<file path="src/rtl/lc3_pkg.sv">
`default_nettype none
// ============================================================================
//  Module      : lc3_pkg
//  Description : Shared state, opcode and datapath-select encodings for the
//                LC-3 control FSM.
//  Revision    : 1.0 - initial release
// ============================================================================
package lc3_pkg;

    typedef enum logic [4:0] {
        ST_HALTED = 5'd0,
        ST_F1     = 5'd1,
        ST_F2     = 5'd2,
        ST_F3     = 5'd3,
        ST_DEC    = 5'd4,
        ST_ADD    = 5'd5,
        ST_AND    = 5'd6,
        ST_NOT    = 5'd7,
        ST_BR0    = 5'd8,
        ST_BR1    = 5'd9,
        ST_JMP    = 5'd10,
        ST_LD0    = 5'd11,
        ST_LD1    = 5'd12,
        ST_LD2    = 5'd13,
        ST_ST0    = 5'd14,
        ST_ST1    = 5'd15,
        ST_ST2    = 5'd16,
        ST_PAUSE0 = 5'd17,
        ST_PAUSE1 = 5'd18,
        ST_FAULT  = 5'd19
    } state_t;

    localparam logic [3:0] c_op_br    = 4'b0000;
    localparam logic [3:0] c_op_add   = 4'b0001;
    localparam logic [3:0] c_op_ld    = 4'b0010;
    localparam logic [3:0] c_op_st    = 4'b0011;
    localparam logic [3:0] c_op_and   = 4'b0101;
    localparam logic [3:0] c_op_not   = 4'b1001;
    localparam logic [3:0] c_op_jmp   = 4'b1100;
    localparam logic [3:0] c_op_pause = 4'b1101;

    localparam logic [1:0] c_aluk_add = 2'b00;
    localparam logic [1:0] c_aluk_and = 2'b01;
    localparam logic [1:0] c_aluk_not = 2'b10;

    localparam logic [1:0] c_pcmux_inc  = 2'b00;
    localparam logic [1:0] c_pcmux_reg  = 2'b01;
    localparam logic [1:0] c_pcmux_addr = 2'b10;

    localparam logic [1:0] c_addr2_zero = 2'b00;
    localparam logic [1:0] c_addr2_off9 = 2'b10;

    // One-hot bus gate codes: {GateMDR, GateMARMUX, GatePC, GateALU}
    localparam logic [3:0] c_gate_none   = 4'b0000;
    localparam logic [3:0] c_gate_alu    = 4'b0001;
    localparam logic [3:0] c_gate_pc     = 4'b0010;
    localparam logic [3:0] c_gate_marmux = 4'b0100;
    localparam logic [3:0] c_gate_mdr    = 4'b1000;

    // Bit positions inside ld = {LD_MAR, LD_MDR, LD_IR, LD_BEN, LD_CC, LD_REG, LD_PC}
    localparam int c_ld_pc  = 0;
    localparam int c_ld_reg = 1;
    localparam int c_ld_cc  = 2;
    localparam int c_ld_ben = 3;
    localparam int c_ld_ir  = 4;
    localparam int c_ld_mdr = 5;
    localparam int c_ld_mar = 6;

    function automatic logic is_mem_wait(input state_t s);
        return (s == ST_F2) || (s == ST_LD1) || (s == ST_ST2);
    endfunction

endpackage
`default_nettype wire

</file>
<file path="src/rtl/lc3_ctrl_fsm.sv">
`default_nettype none
// ============================================================================
//  Module      : lc3_ctrl_fsm
//  Description : Moore control FSM for a simplified LC-3 datapath with a
//                bounded memory-wait timeout.
//  Revision    : 1.0 - initial release
// ============================================================================
module lc3_ctrl_fsm
    import lc3_pkg::*;
#(
    parameter int MEM_TIMEOUT = 15
) (
    input  logic        Clk,
    input  logic        Reset,
    input  logic        Run,
    input  logic        Continue,
    input  logic [15:0] IR,
    input  logic        BEN,
    input  logic        Mem_R,
    output logic [3:0]  gate,
    output logic [6:0]  ld,
    output logic [1:0]  PCMUX,
    output logic [1:0]  ADDR2MUX,
    output logic [1:0]  ALUK,
    output logic        DRMUX,
    output logic        SR1MUX,
    output logic        SR2MUX,
    output logic        ADDR1MUX,
    output logic        MIO_EN,
    output logic        Mem_OE,
    output logic        Mem_WE
);

    state_t     r_state;
    state_t     w_state_next;
    logic [3:0] r_cnt;
    logic [3:0] w_cnt_next;
    logic       r_ir5;
    logic       w_timeout;
    logic       w_ir_unused;

    assign w_ir_unused = ^{IR[11:6], IR[4:0]};

    // Limit is hit on the cycle whose increment would reach MEM_TIMEOUT
    assign w_timeout  = (({1'b0, r_cnt} + 5'd1) == 5'(MEM_TIMEOUT));
    assign w_cnt_next = (is_mem_wait(r_state) && (w_state_next == r_state)) ? (r_cnt + 4'd1) : 4'd0;

    always_ff @(posedge Clk or negedge Reset) begin
        if (!Reset) begin
            r_state <= ST_HALTED;
            r_cnt   <= 4'd0;
            r_ir5   <= 1'b0;
        end else begin
            r_state <= w_state_next;
            r_cnt   <= w_cnt_next;
            // Immediate-mode bit is registered so SR2MUX stays a pure state output
            if (r_state == ST_DEC) begin
                r_ir5 <= IR[5];
            end
        end
    end

    always_comb begin
        w_state_next = r_state;
        gate         = c_gate_none;
        ld           = 7'd0;
        PCMUX        = c_pcmux_inc;
        ADDR2MUX     = c_addr2_zero;
        ALUK         = c_aluk_add;
        DRMUX        = 1'b0;
        SR1MUX       = 1'b0;
        SR2MUX       = 1'b0;
        ADDR1MUX     = 1'b0;
        MIO_EN       = 1'b0;
        Mem_OE       = 1'b1;
        Mem_WE       = 1'b1;

        case (r_state)
            ST_HALTED: begin
                if (Run) w_state_next = ST_F1;
            end
            ST_F1: begin
                gate          = c_gate_pc;
                ld[c_ld_mar]  = 1'b1;
                ld[c_ld_pc]   = 1'b1;
                PCMUX         = c_pcmux_inc;
                w_state_next  = ST_F2;
            end
            ST_F2: begin
                Mem_OE        = 1'b0;
                MIO_EN        = 1'b1;
                ld[c_ld_mdr]  = 1'b1;
                if (Mem_R)          w_state_next = ST_F3;
                else if (w_timeout) w_state_next = ST_FAULT;
            end
            ST_F3: begin
                gate          = c_gate_mdr;
                ld[c_ld_ir]   = 1'b1;
                w_state_next  = ST_DEC;
            end
            ST_DEC: begin
                ld[c_ld_ben]  = 1'b1;
                case (IR[15:12])
                    c_op_add:   w_state_next = ST_ADD;
                    c_op_and:   w_state_next = ST_AND;
                    c_op_not:   w_state_next = ST_NOT;
                    c_op_br:    w_state_next = ST_BR0;
                    c_op_jmp:   w_state_next = ST_JMP;
                    c_op_ld:    w_state_next = ST_LD0;
                    c_op_st:    w_state_next = ST_ST0;
                    c_op_pause: w_state_next = ST_PAUSE0;
                    default:    w_state_next = ST_F1;
                endcase
            end
            ST_ADD, ST_AND, ST_NOT: begin
                gate          = c_gate_alu;
                ld[c_ld_reg]  = 1'b1;
                ld[c_ld_cc]   = 1'b1;
                ALUK          = (r_state == ST_ADD) ? c_aluk_add :
                                (r_state == ST_AND) ? c_aluk_and : c_aluk_not;
                SR2MUX        = (r_state != ST_NOT) && r_ir5;
                w_state_next  = ST_F1;
            end
            ST_BR0: begin
                w_state_next  = BEN ? ST_BR1 : ST_F1;
            end
            ST_BR1: begin
                ld[c_ld_pc]   = 1'b1;
                PCMUX         = c_pcmux_addr;
                ADDR1MUX      = 1'b0;
                ADDR2MUX      = c_addr2_off9;
                w_state_next  = ST_F1;
            end
            ST_JMP: begin
                ld[c_ld_pc]   = 1'b1;
                PCMUX         = c_pcmux_reg;
                SR1MUX        = 1'b1;
                w_state_next  = ST_F1;
            end
            ST_LD0, ST_ST0: begin
                gate          = c_gate_marmux;
                ld[c_ld_mar]  = 1'b1;
                ADDR2MUX      = c_addr2_off9;
                w_state_next  = (r_state == ST_LD0) ? ST_LD1 : ST_ST1;
            end
            ST_LD1: begin
                Mem_OE        = 1'b0;
                MIO_EN        = 1'b1;
                ld[c_ld_mdr]  = 1'b1;
                if (Mem_R)          w_state_next = ST_LD2;
                else if (w_timeout) w_state_next = ST_FAULT;
            end
            ST_LD2: begin
                gate          = c_gate_mdr;
                ld[c_ld_reg]  = 1'b1;
                ld[c_ld_cc]   = 1'b1;
                w_state_next  = ST_F1;
            end
            ST_ST1: begin
                gate          = c_gate_alu;
                ld[c_ld_mdr]  = 1'b1;
                MIO_EN        = 1'b0;
                w_state_next  = ST_ST2;
            end
            ST_ST2: begin
                Mem_WE        = 1'b0;
                if (Mem_R)          w_state_next = ST_F1;
                else if (w_timeout) w_state_next = ST_FAULT;
            end
            ST_PAUSE0: begin
                if (Continue) w_state_next = ST_PAUSE1;
            end
            ST_PAUSE1: begin
                if (!Continue) w_state_next = ST_F1;
            end
            ST_FAULT: begin
                w_state_next  = ST_FAULT;
            end
            default: begin
                w_state_next  = ST_FAULT;
            end
        endcase
    end

endmodule
`default_nettype wire
</file>
<file path="config.mk">
export PLATFORM = sky130hd
export DESIGN_NAME = lc3_ctrl_fsm
export DESIGN_NICKNAME = d
export VERILOG_FILES = /design/src/rtl/lc3_pkg.sv /design/src/rtl/lc3_ctrl_fsm.sv
export SDC_FILE = /design/constraint.sdc
export NUM_CORES = 1
export LEC_CHECK = 0
export ABC_AREA = 1
export ABC_CLOCK_PERIOD_IN_PS = 1400
export CAP_MARGIN = 10
export CORE_MARGIN = 1
export CORE_UTILIZATION = 25
export DETAILED_ROUTE_END_ITERATION = 12
export HOLD_SLACK_MARGIN = 0.08
export SETUP_SLACK_MARGIN = 0.02
export SYNTH_ARGS = -nofsm -noshare
export SYNTH_HDL_FRONTEND = slang
export SYNTH_SLANG_ARGS = --single-unit
</file>
<file path="constraint.sdc">
create_clock -name Clk -period 1.4 [get_ports Clk]
set_input_delay 0.35 -clock Clk [delete_from_list [all_inputs] [get_ports Clk]]
set_output_delay 0.35 -clock Clk [all_outputs]
set_load 0.03 [all_outputs]
</file>
# Yosys cells after proc, flatten, opt, wreduce, memory -nomap -nowiden
# Memories as Yosys holds them, arrays and structs flattened.
# Index checks and enable logic that the tools add are counted.
# W data, S select, Z words.
[classes] add_sub_neg=2 eq_ne=21 mux=28 reduce_logical=16
[ops] operator="$pmux W5 S13" n=1
[ops] operator="$eq A5 B4 Y1 const B" n=9
[ops] operator="$mux W5" n=7
[ops] operator="$eq A5 B3 Y1 const B" n=4
[ops] operator="$pmux W4 S4" n=1
[ops] operator="$eq A5 B5 Y1 const B" n=3
[ops] operator="$reduce_or A3 Y1" n=5
[ops] operator="$mux W2" n=6
[ops] operator="$eq A5 B2 Y1 const B" n=2
[ops] operator="$mux W1" n=10
[ops] operator="$mux W4" n=2
[ops] operator="$reduce_or A4 Y1" n=2
[ops] operator="$reduce_or A2 Y1" n=3
[ops] operator="$reduce_or A6 Y1" n=1
[ops] operator="$add A4 B1 Y5 const B" n=1
[ops] operator="$eq A5 B1 Y1 const B" n=1
[ops] operator="$eq A5 B5 Y1" n=1
[ops] operator="$logic_not A5 Y1" n=1
[ops] operator="$ne A5 B3 Y1 const B" n=1
[ops] operator="$add A4 B1 Y4 const B" n=1
[ops] operator="$pmux W2 S2" n=1
[ops] operator="$logic_and A1 B1 Y1" n=2
[ops] operator="$logic_or A1 B1 Y1" n=2
[word_totals] reg_bits=10 rom_bits=80 inputBits=22 out_inout_bits=24 n_memories=1
[mem_list] memory="(name not given)" depth=16 word_bits=5 rd=1 rd_clocked_by_memory_dff=0 wr=0 line_no="lc3_ctrl_fsm.sv:103" text="case (IR[15:12])"

# Longest topological paths before layout
[logic_depth] ltp_word=8 mapped_depth=13 depth_no_buf=13

# Worst setup path before layout
# No wires, ideal clock.
[synth_path] kind="register to output" start="register r_state[2]" end="output port ADDR2MUX[1]" arrival_ns=1.471 t_required_ns=1.050 slack_ns=-0.421 path_stages_with_launch=4 path_buffers=0 path_cell_list="dfrtp_1 > nand3b_1 > nor2_1 > or2_2"
[synth_via] elab_chain_cells=3 word_cells_on_any_way=5 cone_classes="3 x eq/ne; 1 x mux; 1 x reduce/logical"
[synth_rtl] element="start, declared" line_no="lc3_ctrl_fsm.sv:34" text="state_t r_state;"
[synth_rtl] element="start signal, assigned" line_no="lc3_ctrl_fsm.sv:54" text="r_state <= w_state_next;"
[synth_rtl] element="$eq A5 B4 Y1" line_no="lc3_ctrl_fsm.sv:78" text="case (r_state)"
[synth_rtl] element="$reduce_or A3 Y1 (no source line) *"
[synth_rtl] element="$mux W2 *" line_no="lc3_ctrl_fsm.sv:78"
[synth_rtl] element="end, declared" line_no="lc3_ctrl_fsm.sv:23" text="output logic [1:0] ADDR2MUX,"
# Every way passes the cells marked *; elsewhere a longest branch is shown, timed or not.

# Worst setup path after layout
[layout_path] start="register r_state[1]" end="output port ld[1]"
[layout_via] elab_chain_cells=3 word_cells_on_any_way=6 cone_classes="4 x eq/ne; 1 x mux; 1 x reduce/logical"
[layout_rtl] element="$eq A5 B3 Y1 or $eq A5 B4 Y1 (tied branches)" line_no="lc3_ctrl_fsm.sv:78"
[layout_rtl] element="$reduce_or A4 Y1 (no source line) *"
[layout_rtl] element="$mux W2 *" line_no="lc3_ctrl_fsm.sv:78"
[layout_rtl] element="end, declared" line_no="lc3_ctrl_fsm.sv:21" text="output logic [6:0] ld,"
# Marked as above.

==> summary.md <==
| Metric | Value |
|---|---|
| Tcrit/Tclk final | `130%` |
| Count of cell types in the netlist | `25` |
| Crit. End Element | `output port` |
| Layout Utilization | `59.8%` |
| Synth Register Bits | `10` |
| Post-Synthesis Cells | `174` |
| Post-synth ARST share | `100%` |
| DRT Pass-1 Iters | `4` |
| Data required time of the worst path | `1.05 ns` |
| Placed wire-length estimate | `2.77 mm` |
| Number of CTS-inserted buffers | `3` |
| Top cells by area, synth | `dfrtp_1 23%, nand2_1 14%, inv_1 9.2%` |
| Chip height | `68.4 um` |
| Worst-path clk slew | `0.06 ns` |
| Top FF cell, synth | `dfrtp_1` |
| Share of cells above drive strength 1 | `62.9%` |
| Overall routed net length | `3.81 mm` |
| Final Total Pwr | `0.753 mW` |
| Static Leak | `1.26 nW` |
| Max VDD drop | `454 uV` |
| Delay-heaviest family, CP | `flip-flops` |
| PD cells | `306 nW/um2` |
| Slew Limit Fails | `0` |
| Die area | `4680 um2` |
| # clock sinks | `10` |
| Core area | `4120 um2` |
| Setup WS post-layout | `-0.416 ns` |
| Number of global-route vias before repair | `1417` |
| Post-synthesis sequential area ratio | `22.7%` |
| GR Layer Usage met2 | `33.9%` |
| Setup violators final | `30` |
| I/O Pins | `46` |
| Synth warn | `0` |
| Clock skew | `0.0117 ns` |
| 1st-iter DRT viols | `55` |
| Unrepaired setup endpoints after global routing | `true` |
| Worst Path Buf+Inv | `4` |
| Crit-path cells | `nor2_4 -> buf_12 -> nor2_4 -> inv_2 -> nand2_4 -> buf_6 -> buf_6` |
| Max Clk Rate | `551 MHz` |
| ANT nets after route | `0` |
| Final #Nets | `314` |
| Yosys top cell area share | `22.7%` |
| Crit Path Class | `flip-flop to output port` |
| Hold_ws | `0.390 ns` |
| Post-synth top area cell | `dfrtp_1` |
| GR peak layer | `met2` |
| Max stage delay cell, worst path | `dfrtp_2` |
| Final hold vios | `0` |
| Initial Utilization | `26.8%` |
| Crit path time final | `1.82 ns` |
| CP Launch Type | `flip-flop` |
| ANT cells | `0` |
| Failing checks | `negative setup slack` |
| Mapped Avg Cell Area | `6.34 um2` |
| H-tree Lvls | `1` |
| Placed cell count | `302` |
| Die span in x | `68.4 um` |
| Clk buf depth | `2` |
| Post-synth EDFFs | `0` |
| Status | `finished with violations` |
| CTS Hold Buffers Added | `0` |
| DRC errors left | `0` |
| CP max FO | `5` |
| Area Overhead vs Synth | `123%` |
| Via count | `1515` |
| Grt met3 use | `2.67%` |
| Slowest stage delay, CP | `0.45 ns` |
| Root Buffer | `clkbuf_8` |
| CTS tree | `yes` |
| Grt ovf | `0` |
| Vias/cell | `4.51` |
| Max Cap Viol | `0` |
| Min-delay worst type | `input pin to async pin` |
| Placer Congestion | `0.836` |
| Setup TNS | `-9.23 ns` |
| Clk_lat worst skew | `0.25 ns` |
| Routed len/inst | `11.3 um` |
| Met1 Use GR | `21.3%` |
| Most common cell in the netlist | `nand2_1` |
| Std-Cell Rows | `23` |
| I/O Buffers | `31` |
| Fin cells | `336` |
| GRT Overall Usage | `18.1%` |
| Worst EP arrival | `1.47 ns` |
| Post-synth top cells | `41 x nand2_1, 27 x inv_1, 25 x nor2_1` |
| First-pass GRT wire length | `6.33 mm` |
| Largest net degree at the start of global routing | `11` |
| Cell Area, Synth | `1100 um2` |
| Initial antenna violation count | `0` |
sequential cells by signal, summed over array words and instances, names as in the netlist:
register	count
r_state	5
r_cnt	4
r_ir5	1
path summary, 6_finish.rpt:
kind                            start    endpoint  slack [ns]  cells after the start
max                        r_state[1]       ld[1]       -0.42                      7
min                             Reset  r_state[4]        0.39                      2
max reg2reg                r_state[0]    r_cnt[2]       -0.34                     13
min reg2reg                     r_ir5       r_ir5        0.51                      2
max in group asynchronous       Reset  r_state[1]        0.85                      2
min in group Clk                r_ir5       r_ir5        0.51                      2
report_power, final:
part           switching [mW]  internal [mW]
Combinational          0.0482         0.0438
Sequential                  0          0.289
Clock                   0.124          0.248
logic make-up (layout without fill, tap and decap cells):
group / Yosys count / count (layout) / share of synthesized area [%]
simple gates: 110 / 110 / 50.3
compound gates: 12 / 12 / 6.36
other cells: 1 / 3 / 0.340
flops: 10 / 10 / 22.7
buf+inv: 36 / 146 / 14.6
fa+ha+maj: 5 / 5 / 5.68
metrics by stage:
step	cell area, um2	setup slack (ns)
6_report	2460	-0.416
5_1_grt	2460	-0.468
4_1_cts	2360	-0.427
3_5_place_dp	1900	-0.664
3_3_place_gp	1900	-0.613
2_1_floorplan	1240	-0.212
placed cells by master, fill, tap and decap left out, drive strengths merged, types with 2 or more instances in the layout:
cell type,instances
dfrtp,10
dlygate4sd2,2
clkbuf,4
ha,5
nor2,31
conb,3
nand3,30
buf,102
o21ai,4
nand4,4
nand3b,2
inv,30
clkdlybuf4s50,7
nand2,41
a21oi,4
cell type report:
type / count / area (um2)
Inverter: 30 / 120
Timing Repair Buffer: 112 / 1020
Fill cell: 368 / 1660
Clock buffer: 4 / 55.1
Sequential cell: 10 / 256
Tap cell: 50 / 62.6
Multi-Input combinational cell: 130 / 947
layer usage:
metal  vias to the layer above  share of wire (%)  wire length, um
li1                        776                  -                -
met3                         6                2.9              109
met1                       697                 42             1610
met4                         0                1.2               47
met5                         -                  0                0
met2                        36                 53             2040
what timing repair did:
action,4_1_cts,5_1_grt
setup endpoints to repair,30,31
pin swaps,28,19
setup buffers,27,6
gates cloned,0,0
hold endpoints to repair,0,0
gates resized for setup,70,20
Note: power is estimated with default switching activity, not from simulation.
